`src/rtl/lcd_reader.sv`:
```
`default_nettype none
// ============================================================================
//  Module      : lcd_reader
//  Description : Performs HD44780-style read cycles (status/busy-flag or data)
//                on a character LCD in response to a one-cycle CPU read strobe
//                at BASEADDRESS+2 (status) or BASEADDRESS+3 (data). Generates
//                RS/RW setup, a timed EN pulse, captures the LCD bus on the
//                falling edge of EN and returns the byte zero-extended.
//  Ports       : ACLK, RESET        - clock, synchronous active-high reset
//                ADDR, RDSTB        - CPU byte address and read strobe
//                DATA_O, VALID      - read result and its one-cycle valid pulse
//                BUSY               - high while a read cycle is in progress
//                LCD_DATA_I         - LCD data bus input
//                LCD_DATA_OE        - LCD bus output enable (always released)
//                LCD_EN/RS/RW       - LCD control strobes
//  Revision    : 1.0 - initial release
// ============================================================================
module lcd_reader #(
    parameter logic [31:0] BASEADDRESS = 32'h5000_0000,
    parameter int          SETUP_CYC   = 3,
    parameter int          PULSE_CYC   = 25,
    parameter int          HOLD_CYC    = 3
) (
    input  logic        ACLK,
    input  logic        RESET,
    input  logic [31:0] ADDR,
    input  logic        RDSTB,
    output logic [31:0] DATA_O,
    output logic        VALID,
    output logic        BUSY,
    input  logic [7:0]  LCD_DATA_I,
    output logic        LCD_DATA_OE,
    output logic        LCD_EN,
    output logic        LCD_RS,
    output logic        LCD_RW
);

    localparam logic [31:0] c_status_addr = BASEADDRESS + 32'd2;
    localparam logic [31:0] c_data_addr   = BASEADDRESS + 32'd3;

    localparam int c_max_sp  = (SETUP_CYC > PULSE_CYC) ? SETUP_CYC : PULSE_CYC;
    localparam int c_max_cyc = (c_max_sp > HOLD_CYC) ? c_max_sp : HOLD_CYC;
    localparam int c_cnt_w   = (c_max_cyc > 1) ? $clog2(c_max_cyc) : 1;

    localparam logic [c_cnt_w-1:0] c_setup_ld = c_cnt_w'(SETUP_CYC - 1);
    localparam logic [c_cnt_w-1:0] c_pulse_ld = c_cnt_w'(PULSE_CYC - 1);
    localparam logic [c_cnt_w-1:0] c_hold_ld  = c_cnt_w'(HOLD_CYC - 1);
    localparam logic [c_cnt_w-1:0] c_one      = c_cnt_w'(1);

    typedef enum logic [1:0] {
        S_IDLE  = 2'd0,
        S_SETUP = 2'd1,
        S_PULSE = 2'd2,
        S_HOLD  = 2'd3
    } state_t;

    state_t             r_state;
    logic [c_cnt_w-1:0] r_count;
    logic [7:0]         r_byte;
    logic               w_hit;

    assign w_hit       = RDSTB && ((ADDR == c_status_addr) || (ADDR == c_data_addr));
    assign BUSY        = (r_state != S_IDLE);
    assign LCD_DATA_OE = 1'b0;

    always_ff @(posedge ACLK) begin
        if (RESET) begin
            r_state <= S_IDLE;
            r_count <= '0;
            r_byte  <= '0;
            DATA_O  <= '0;
            VALID   <= 1'b0;
            LCD_EN  <= 1'b0;
            LCD_RS  <= 1'b0;
            LCD_RW  <= 1'b0;
        end else begin
            VALID <= 1'b0;
            case (r_state)
                S_IDLE: begin
                    if (w_hit) begin
                        LCD_RS  <= ADDR[0];
                        LCD_RW  <= 1'b1;
                        r_count <= c_setup_ld;
                        r_state <= S_SETUP;
                    end
                end
                S_SETUP: begin
                    if (r_count == '0) begin
                        LCD_EN  <= 1'b1;
                        r_count <= c_pulse_ld;
                        r_state <= S_PULSE;
                    end else begin
                        r_count <= r_count - c_one;
                    end
                end
                S_PULSE: begin
                    if (r_count == '0) begin
                        // Bus is sampled on the same edge EN falls.
                        LCD_EN  <= 1'b0;
                        r_byte  <= LCD_DATA_I;
                        r_count <= c_hold_ld;
                        r_state <= S_HOLD;
                    end else begin
                        r_count <= r_count - c_one;
                    end
                end
                S_HOLD: begin
                    if (r_count == '0) begin
                        DATA_O <= {24'b0, r_byte};
                        VALID  <= 1'b1;
                        // The completion edge doubles as the return to idle, so a
                        // request present here starts the next read immediately
                        // and RW stays asserted across back-to-back reads.
                        if (w_hit) begin
                            LCD_RS  <= ADDR[0];
                            LCD_RW  <= 1'b1;
                            r_count <= c_setup_ld;
                            r_state <= S_SETUP;
                        end else begin
                            LCD_RW  <= 1'b0;
                            r_state <= S_IDLE;
                        end
                    end else begin
                        r_count <= r_count - c_one;
                    end
                end
                default: begin
                    r_state <= S_IDLE;
                end
            endcase
        end
    end

endmodule
`default_nettype wire

```
`config.mk`:
```
export PLATFORM = sky130hd
export DESIGN_NAME = lcd_reader
export DESIGN_NICKNAME = d
export VERILOG_FILES = /design/src/rtl/lcd_reader.sv
export SDC_FILE = /design/constraint.sdc
export NUM_CORES = 1
export LEC_CHECK = 0
export CAP_MARGIN = 5
export CORE_MARGIN = 8
export CORE_UTILIZATION = 60
export DETAILED_ROUTE_END_ITERATION = 8
export DONT_BUFFER_PORTS = 1
export PLACE_DENSITY_LB_ADDON = 0.25
export REMOVE_ABC_BUFFERS = 1
export SYNTH_ARGS = -nofsm -noshare
export SYNTH_HDL_FRONTEND = slang
export SYNTH_SLANG_ARGS = --single-unit
```
`constraint.sdc`:
```
create_clock -name ACLK -period 2.35 [get_ports ACLK]
set_input_delay 0.3525 -clock ACLK [delete_from_list [all_inputs] [get_ports ACLK]]
set_output_delay 0.3525 -clock ACLK [all_outputs]
set_load 0.01 [all_outputs]
```
Word level (Yosys, flattened, before mapping)
Index checks and enable logic that the tools add are counted.
{"block": "totals", "regBits": 27, "ram_bits": 0, "elab_cells": 55, "mem_bits_ro": 0, "mem_count": 0, "latchBits": 0, "output_inout_bits": 38}
{"block": "op_classes", "n_reduce_logical": 14, "multipliers": 0, "eq_ne": 9, "add_sub_neg": 1, "order_cmp": 0, "mux": 22, "n_shift": 0, "n_bitwise": 1, "div_mod_pow": 0}
{"cell": "equality test 32 x 31 -> 1 bit, second input constant", "n": 2}
{"cell": "two-way mux 5 bit", "n": 4}
{"cell": "one-hot mux 5 bit (4 select lines)", "n": 1}
{"cell": "two-way mux 1 bit", "n": 9}
{"cell": "two-way mux 2 bit", "n": 4}
{"cell": "inequality test 2 bit, second input constant", "n": 4}
{"cell": "one-hot mux 2 bit (4 select lines)", "n": 1}
{"cell": "one-hot mux 1 bit (2 select lines)", "n": 3}
{"cell": "AND reduction 2 bit", "n": 3}
{"cell": "AND reduction 3 bit", "n": 2}
{"cell": "nonzero test 2 bit", "n": 3}
{"cell": "zero test 5 bit", "n": 1}
{"cell": "subtractor 5 x 1 -> 5 bit, second input constant", "n": 1}
{"cell": "equality test 2 bit, second input constant", "n": 2}
{"cell": "AND reduction 4 bit", "n": 1}
{"cell": "equality test 2 x 1 -> 1 bit, second input constant", "n": 1}
{"cell": "zero test 2 bit", "n": 1}
{"cell": "OR reduction 2 bit", "n": 1}
{"cell": "logical AND 1 bit", "n": 1}
{"cell": "logical OR 1 bit", "n": 1}
{"cell": "inverter 1 bit", "n": 1}

Logic depth before layout (Yosys ltp)
Gate-level depths: netlist of run 1.
{"block": "depth", "depth_word": 6, "ltp_mapped": 7, "mapped_depth_nobuf": 6}

Worst setup path after synthesis of run 1
OpenSTA, ideal clock, no wires.
{"block": "synth_path", "path_type": "reg2reg", "startpoint": "reg r_state[0]", "endpoint": "reg r_state[1]", "stages_incl_launch_ff": 7, "n_path_buf": 0, "required_ps": 2276, "period_less_slack_ps": 1854, "arrival_ps": 1780, "setup_ps": 74, "path_slack_ps": 496, "path_cell_list": "dfxtp_1 inv_1 ha_1 nor3_1 nor2_2 or4b_1 a31oi_1"}
{"block": "synth_between", "elab_chain_cells": 3, "elab_cells_between_ends": 10, "classes_between": "eq/ne: 7; mux: 1; reduce/logical: 2"}
{"item": "start, declared", "line": "57", "text": "state_t r_state;"}
{"item": "start signal, assigned", "line": "68", "text": "r_state <= S_IDLE;"}
{"item": "start signal, assigned", "line": "84", "text": "r_state <= S_SETUP;"}
{"item": "start signal, assigned", "line": "91", "text": "r_state <= S_PULSE;"}
{"item": "equality test 2 bit, or another cell as far along", "line": "78", "text": "case (r_state)"}
{"item": "inequality test 2 bit (no line)"}
{"item": "AND reduction 4 bit (no line)"}
Several ways; a longest one is shown, not always the timed one.
A chain may end at the register's enable or synchronous reset.

Worst setup path after layout of run 1
{"block": "layout_path", "startpoint": "reg r_count[0]", "endpoint": "reg LCD_RS"}
{"block": "layout_between", "elab_chain_cells": 3}
{"item": "start, declared", "line": "58", "text": "logic [c_cnt_w-1:0] r_count;"}
{"item": "start signal, assigned", "line": "83", "text": "r_count <= c_setup_ld;"}
{"item": "start signal, assigned", "line": "90", "text": "r_count <= c_pulse_ld;"}
{"item": "start signal, assigned", "line": "93", "text": "r_count <= r_count - c_one;"}
{"item": "zero test 5 bit", "line": "108", "text": "if (r_count == '0) begin"}
{"item": "inequality test 2 bit (no line)"}
{"item": "AND reduction 2 bit (no line)"}
{"item": "end signal, assigned", "line": "81", "text": "LCD_RS <= ADDR[0];"}
{"item": "end signal, assigned", "line": "115", "text": "LCD_RS <= ADDR[0];"}
{"item": "end, declared", "line": "34", "text": "output logic LCD_RS,"}
Every way passes these cells.

==> metrics.md, run 1 <==
| Metric | Value |
|---|---|
| Status | `finished, final reports clean` |
| Worst endpoint required time | `2.61 ns` |
| Core box area | `0.00243 sq mm` |
| Sequential area share after synthesis | `35.6%` |
| Clock slew at reported path FFs | `about 0.15 ns` |
| Skew final | `0.00648 ns` |
| DR DRC count | `0` |
| DP Wirelength | `roughly 2800 um` |
| Final setup violation count | `0` |
| Net Sw Frac | `34.3%` |
| Resized cells post-CTS | `0` |
| Clock share of power | `between 20 and 25%` |
| Max-cap violation count | `0` |
| P_sw | `328 uW` |
| Crit path max-delay cell type | `or3b_4` |
| GR Util All Layers | `between 10% and 20%` |
| WL final | `3600 um` |
| Post-synth cell types | `40` |
| CTS hold repair buffers | `0` |
| Antenna Cells | `0` |
| Min Clock Period, post-route | `1.98 ns` |
| Die W | `66.3 um` |
| Setup Buffers After CTS | `0` |
| Final WS setup | `0.365 ns` |
| Leakage | `0.575 nW` |
| Logic gate share of total power | `24.6%` |
| First-pass GRT wire length | `5640 um` |
| IO Pins | `between 80 and 90` |
| Starting Density | `62.5%` |
| Peak VDD IR | `0.443 mV` |
| Worst hold path type | `in2reg` |
| Latest clock arrival within the worst-skew pair | `between 0.3 and 0.4 ns` |
| Vias | `1197` |
| PwrDens | `637 mW/mm^2` |
| Antenna viol nets, final | `0` |
| CTS tree | `done` |
| Ys Warns | `0` |
| Number of synthesized flops with an enable pin | `0` |
| CP Max Fanout | `4` |
| Crit path cell chain | `inv_1 > ha_1 > or3b_4 > or3b_4 > a211o_1 > mux2i_1` |
| Async S/R FF share, synth | `0%` |
| Initial antenna violation count | `0` |
| Util after Layout | `61.7%` |
| Final GP Congestion | `0.794` |
| CP dominant cell by count | `or3b_4` |
| P&R area growth vs syn | `-1.32%` |
| Worst path arrival time | `about 2.2 ns` |
| Most used DFF post-synth | `dfxtp_1` |
| Peak Freq | `slightly above 0.5 GHz` |
| Critical path class | `reg2reg` |
| Share of cells above drive strength 1 | `8.00%` |
| Commonest non-fill, non-tap cell in the layout | `dfxtp_1` |
| CTS H-tree depth | `1` |
| Final Hold Vio Count | `0` |
| Register share of total power | `53.1%` |
| CP Capture Type | `flop` |
| Final period utilization | `about 84%` |
| Grt total ovfl | `0` |
| Die H | `between 60 and 70 um` |
| Crit-path max cell delay | `0.41 ns` |
| Clock buffer depth | `2` |
| Pin count of the biggest net entering global routing | `29` |
| CP delay by family, top | `simple AND/OR/NAND/NOR gates` |
| FF+latch count, synth | `27` |
| RSZ-0062 raised after global routing | `no` |
| Die area | `between 0.004 and 0.005 sq mm` |
| CTS sink cnt | `27` |
| Fin Setup TNS | `0 ns` |
| Port bufs | `0` |
| DR vias/cell | `around 5.8` |
| Final slew viol count | `0` |
| WL/cell | `17.6 um` |
| TritonCTS buffer count | `3` |
| Row count | `18` |
| Mean Syn Cell Area | `a little under 9 sq um` |
| Clock root buffer | `clkbuf_4` |
| Netlist Area Pre-Place | `0.00152 sq mm` |
| Mapped Cells | `approximately 170` |
| Vias in the first global route | `1149` |
| WP buf/inv | `1` |
| TritonRoute pass-1 iters | `4` |
| Int Pwr | `628 uW` |
| Most frequent cells in the layout | `dfxtp_1 (27), conb_1 (25), a21oi_1 (16)` |
| Setup crit start kind | `flop` |
| Initial DRC count | `33` |
| Nets | `225` |
| Pre-CTS setup slack | `0.387 ns` |
-- Yosys cell counts (4+ instances only) --
library cell | n | area share (%)
a21oi_1 | 16 | 5.3
ha_1 | 6 | 4.9
buf_4 | 25 | 12
dfxtp_1 | 27 | 36
nor2_1 | 11 | 2.7
nand3_1 | 11 | 3.6
o211ai_1 | 4 | 2.0
nand2_1 | 10 | 2.5
inv_1 | 6 | 1.5
nor4_1 | 5 | 2.1
mux2i_1 | 9 | 5.9
clkbuf_1 | 5 | 1.2
-- registers in the layout, indices dropped and copies added, names as in the netlist --
name / count
DATA_O: 8
r_byte: 8
r_count: 5
r_state: 2
LCD_EN: 1
LCD_RS: 1
LCD_RW: 1
VALID: 1
-- stage by stage --
stage | hold WS (ns) | instance area (sq um) | power, mW | std cells
after global placement | 0.425 | 1470 | 0.736 | 201
final | 0.0547 | 1500 | 0.956 | 205
after global routing | 0.0230 | 1500 | 1.01 | 205
after CTS | 0.0449 | 1500 | 0.957 | 205
after detailed placement | 0.426 | 1470 | 0.747 | 201
after floorplan | 0.422 | 1400 | 0.682 | 166
-- worst reg2reg max path: cells and delay by family, from the launching register on --
kind                     cells  cell delay, ns
adder cells (fa/ha/maj)      1            0.21
AO/OA/AOI/OAI                1            0.31
buffers and inverters        1            0.08
multiplexers                 1            0.13
flip-flops                   1            0.36
AND/OR/NAND/NOR              2            0.82
-- cells by family after synthesis --
family          count (synthesis)  synth area share (%)
compound gates                 36                  15.6
xor+xnor                        2                  1.15
fa+ha+maj                       6                  4.94
buf+inv                        38                  15.6
flops                          27                  35.6
mux                             9                  5.93
other cells                     1                 0.247
simple gates                   55                  20.9
-- power by group through the flow --
stage | logic (mW) | clock network, mW | registers [mW]
2_1_floorplan | 0.170 | 0 | 0.511
3_3_place_gp | 0.220 | 0 | 0.516
3_5_place_dp | 0.229 | 0 | 0.518
4_1_cts | 0.231 | 0.219 | 0.507
5_1_grt | 0.258 | 0.237 | 0.512
6_report | 0.235 | 0.213 | 0.508
-- routing by layer --
metal,vias up,track usage (%),routed length (um)
li1,575,-,-
met2,52,26.9,1790
met5,-,0,0
met1,565,18.1,1380
met4,0,6.67,53
met3,5,5.25,375
-- final timing paths --
| path | from | end | slack (ns) | cells past startpoint |
|---|---|---|---|---|
| worst min register to register | r_byte[7] | r_byte[7] | 0.46 | 2 |
| worst max register to register | r_count[0] | LCD_RS | 0.37 | 6 |
| worst min-delay path | RESET | r_byte[1] | 0.05 | 1 |
| worst max-delay path | r_count[0] | LCD_RS | 0.37 | 6 |
-- layout make-up --
type	instances	area, sq um
Fill cell	233	932
Multi-Input combinational cell	133	832
Sequential cell	27	541
Timing Repair Buffer	5	37.5
Tap cell	30	37.5
Clock buffer	3	22.5
Inverter	6	22.5
Clock inverter	1	7.51
Power figures use the tool's default switching activity.
==> run 2, diff against run 1 <==
Clock period 2.35 ns to 1.9 ns, I/O delays scaled along.
==> run 2 against run 1 <==
  * Largest power group unchanged
  * Clock-buffer cell count stayed put
  * Clock skew is 0.0030 ns lower
  * First-iteration DRC count is 55% higher
  * Clock power is 19% higher
  * Sequential power is 24% higher
  * Critical path depth stayed put
  * Final cell count is 5.4% higher
  * Total power is 27% higher
  * Via count is 2.4% higher
  * Register-to-register slack worse by 0.33 ns
  * Maximum frequency is 6.4% higher
  * Non-clock buffer count is 11 higher
==> metrics.md, run 2 (same netlist as run 1, synthesis figures left out) <==
| Metric | Value |
|---|---|
| TritonCTS buffer count | `3` |
| GR Util All Layers | `16.4%` |
| Final WS setup | `0.0352 ns` |
| WL final | `3740 um` |
| Setup crit start kind | `flop` |
| CP delay by family, top | `simple AND/OR/NAND/NOR gates` |
| CTS sink cnt | `27` |
| Slew at the pin closest to its max-slew limit | `0.724 ns` |
| Share of cells above drive strength 1 | `13.4%` |
| WL/cell | `17.3 um` |
| Leakage | `0.627 nW` |
| Grt total ovfl | `0` |
| Latest clock arrival within the worst-skew pair | `0.32 ns` |
| Vias in the first global route | `1194` |
| CP Capture Type | `flop` |
| Register share of total power | `approximately half` |
| P&R area growth vs syn | `5.10%` |
| Final Hold Vio Count | `0` |
| Antenna viol nets, final | `0` |
| Top flop regs | `DATA_O x8, r_byte x8, r_count x5` |
| P_sw | `about 400 uW` |
| Util after Layout | `65.7%` |
| Int Pwr | `about 810 uW` |
| Clock slew at reported path FFs | `0.15 ns` |
| Min Clock Period, post-route | `1.86 ns` |
| DR DRC count | `0` |
| Critical path class | `reg2reg` |
| CTS tree | `done` |
| Clock buffer depth | `2` |
| Skew final | `between 0.003 and 0.004 ns` |
| FF-to-FF setup slack | `0.04 ns` |
| Final setup violation count | `0` |
| Vias | `1226` |
| PwrDens | `~760 mW/mm^2` |
| Die H | `roughly 66 um` |
| Status | `finished, final reports clean` |
| Peak VDD IR | `0.715 mV` |
| DR vias/cell | `5.68` |
| CTS H-tree depth | `1` |
| First-pass GRT wire length | `5730 um` |
| Crit-path max cell delay | `0.39 ns` |
| Antenna Cells | `0` |
| Pin count of the biggest net entering global routing | `21` |
| CP dominant cell by count | `or3b_4` |
| IO Pins | `just over 80` |
| Clock root buffer | `clkbuf_4` |
| WP buf/inv | `1` |
| TritonRoute pass-1 iters | `4` |
| Die W | `66.3 um` |
| Worst path arrival time | `2.10 ns` |
| Starting Density | `a little over three fifths` |
| Peak Freq | `0.536 GHz` |
| Worst endpoint required time | `2.13 ns` |
| Nets | `236` |
| Net Sw Frac | `33.6%` |
| Initial antenna violation count | `0` |
| Pre-CTS setup slack | `0.0504 ns` |
| Port bufs | `0` |
| Rel. slew slack | `51.6%` |
| CP Max Fanout | `3` |
| Initial DRC count | `51` |
| Core box area | `between 0.002 and 0.0025 sq mm` |
| Final period utilization | `between 90% and 100%` |
| Crit path cell chain | `inv_1 > ha_1 > or3b_4 > or3b_4 > a211o_1 > mux2i_1` |
| Max-cap violation count | `0` |
| Die area | `between 0.004 and 0.005 sq mm` |
| Row count | `18` |
| Final slew viol count | `0` |
| Crit path max-delay cell type | `or3b_4` |
| Logic gate share of total power | `27.5%` |
| DP Wirelength | `between 2000 and 3000 um` |
| Most frequent cells in the layout | `dfxtp_1 (25), conb_1 (25), a21oi_1 (16)` |
| Clock share of power | `20.8%` |
| Worst hold path type | `in2reg` |
| Filler cells | `between 200 and 250` |
| Final GP Congestion | `0.886` |
[run 2: cell types whose count changed in the layout (fill, tap and decap cells not counted), sizes merged]
cell         previous run  this run
buf                     5        13
dlygate4sd3             0         3
[run 2: cell type report]
class	count	area [sq um]	share of cell area, %
Clock buffer	3	22.5	1.41
Clock inverter	1	7.51	0.470
Sequential cell	27	543	34.0
Inverter	6	22.5	1.41
Tap cell	30	37.5	2.35
Multi-Input combinational cell	133	837	52.4
Timing Repair Buffer	16	128	7.99
[run 2: routing by layer]
layer / GRT usage, % / routed length (um) / vias to the layer above
met5: 0 / 0 / -
met4: 6.40 / 15 / 0
met3: 4.58 / 324 / 2
met2: 29.1 / 1980 / 45
met1: 18.0 / 1420 / 582
li1: - / - / 597
[run 2: final timing paths]
kind | from | endpoint | depth (start not counted)
worst min register to register | r_byte[4] | r_byte[4] | 2
worst min-delay path | LCD_DATA_I[0] | r_byte[0] | 2
worst max register to register | r_count[0] | LCD_RS | 6
worst max-delay path | r_count[0] | LCD_RS | 6
[run 2: worst register-to-register path, stage by stage, from the launching register on]
cell and delay [ns]:
dfxtp_2 0.35, inv_1 0.07, ha_1 0.16, or3b_4 0.39
or3b_4 0.38, a211o_1 0.29, mux2i_1 0.13
[run 2: power by group through the flow]
stage / clock network, mW / registers, mW / logic (mW)
2_1_floorplan: 0 / 0.632 / 0.211
3_3_place_gp: 0 / 0.638 / 0.283
3_5_place_dp: 0 / 0.640 / 0.290
4_1_cts: 0.265 / 0.628 / 0.304
5_1_grt: 0.288 / 0.636 / 0.368
6_report: 0.253 / 0.630 / 0.335
[run 2: timing repair]
action                                  in CTS  in global routing
hold endpoints to repair                    20                  3
hold buffers                                 2                  1
pin swaps                                    0                  1
setup buffers                                0                  3
gates resized for setup                      1                  3
endpoints found under the setup margin       1                 15
gates cloned                                 0                  0
[run 2: per-stage QoR]
stage	instance area, sq um	hold WS [ns]	power (mW)	instances	TNS (ns)
3_3_place_gp	1510	0.358	0.921	206	0
5_1_grt	1600	0.0678	1.29	216	-0.0379
6_report	1600	0.0851	1.22	216	0
3_5_place_dp	1510	0.361	0.930	206	0
2_1_floorplan	1400	0.354	0.843	166	-2.71
4_1_cts	1560	0.00127	1.20	212	0
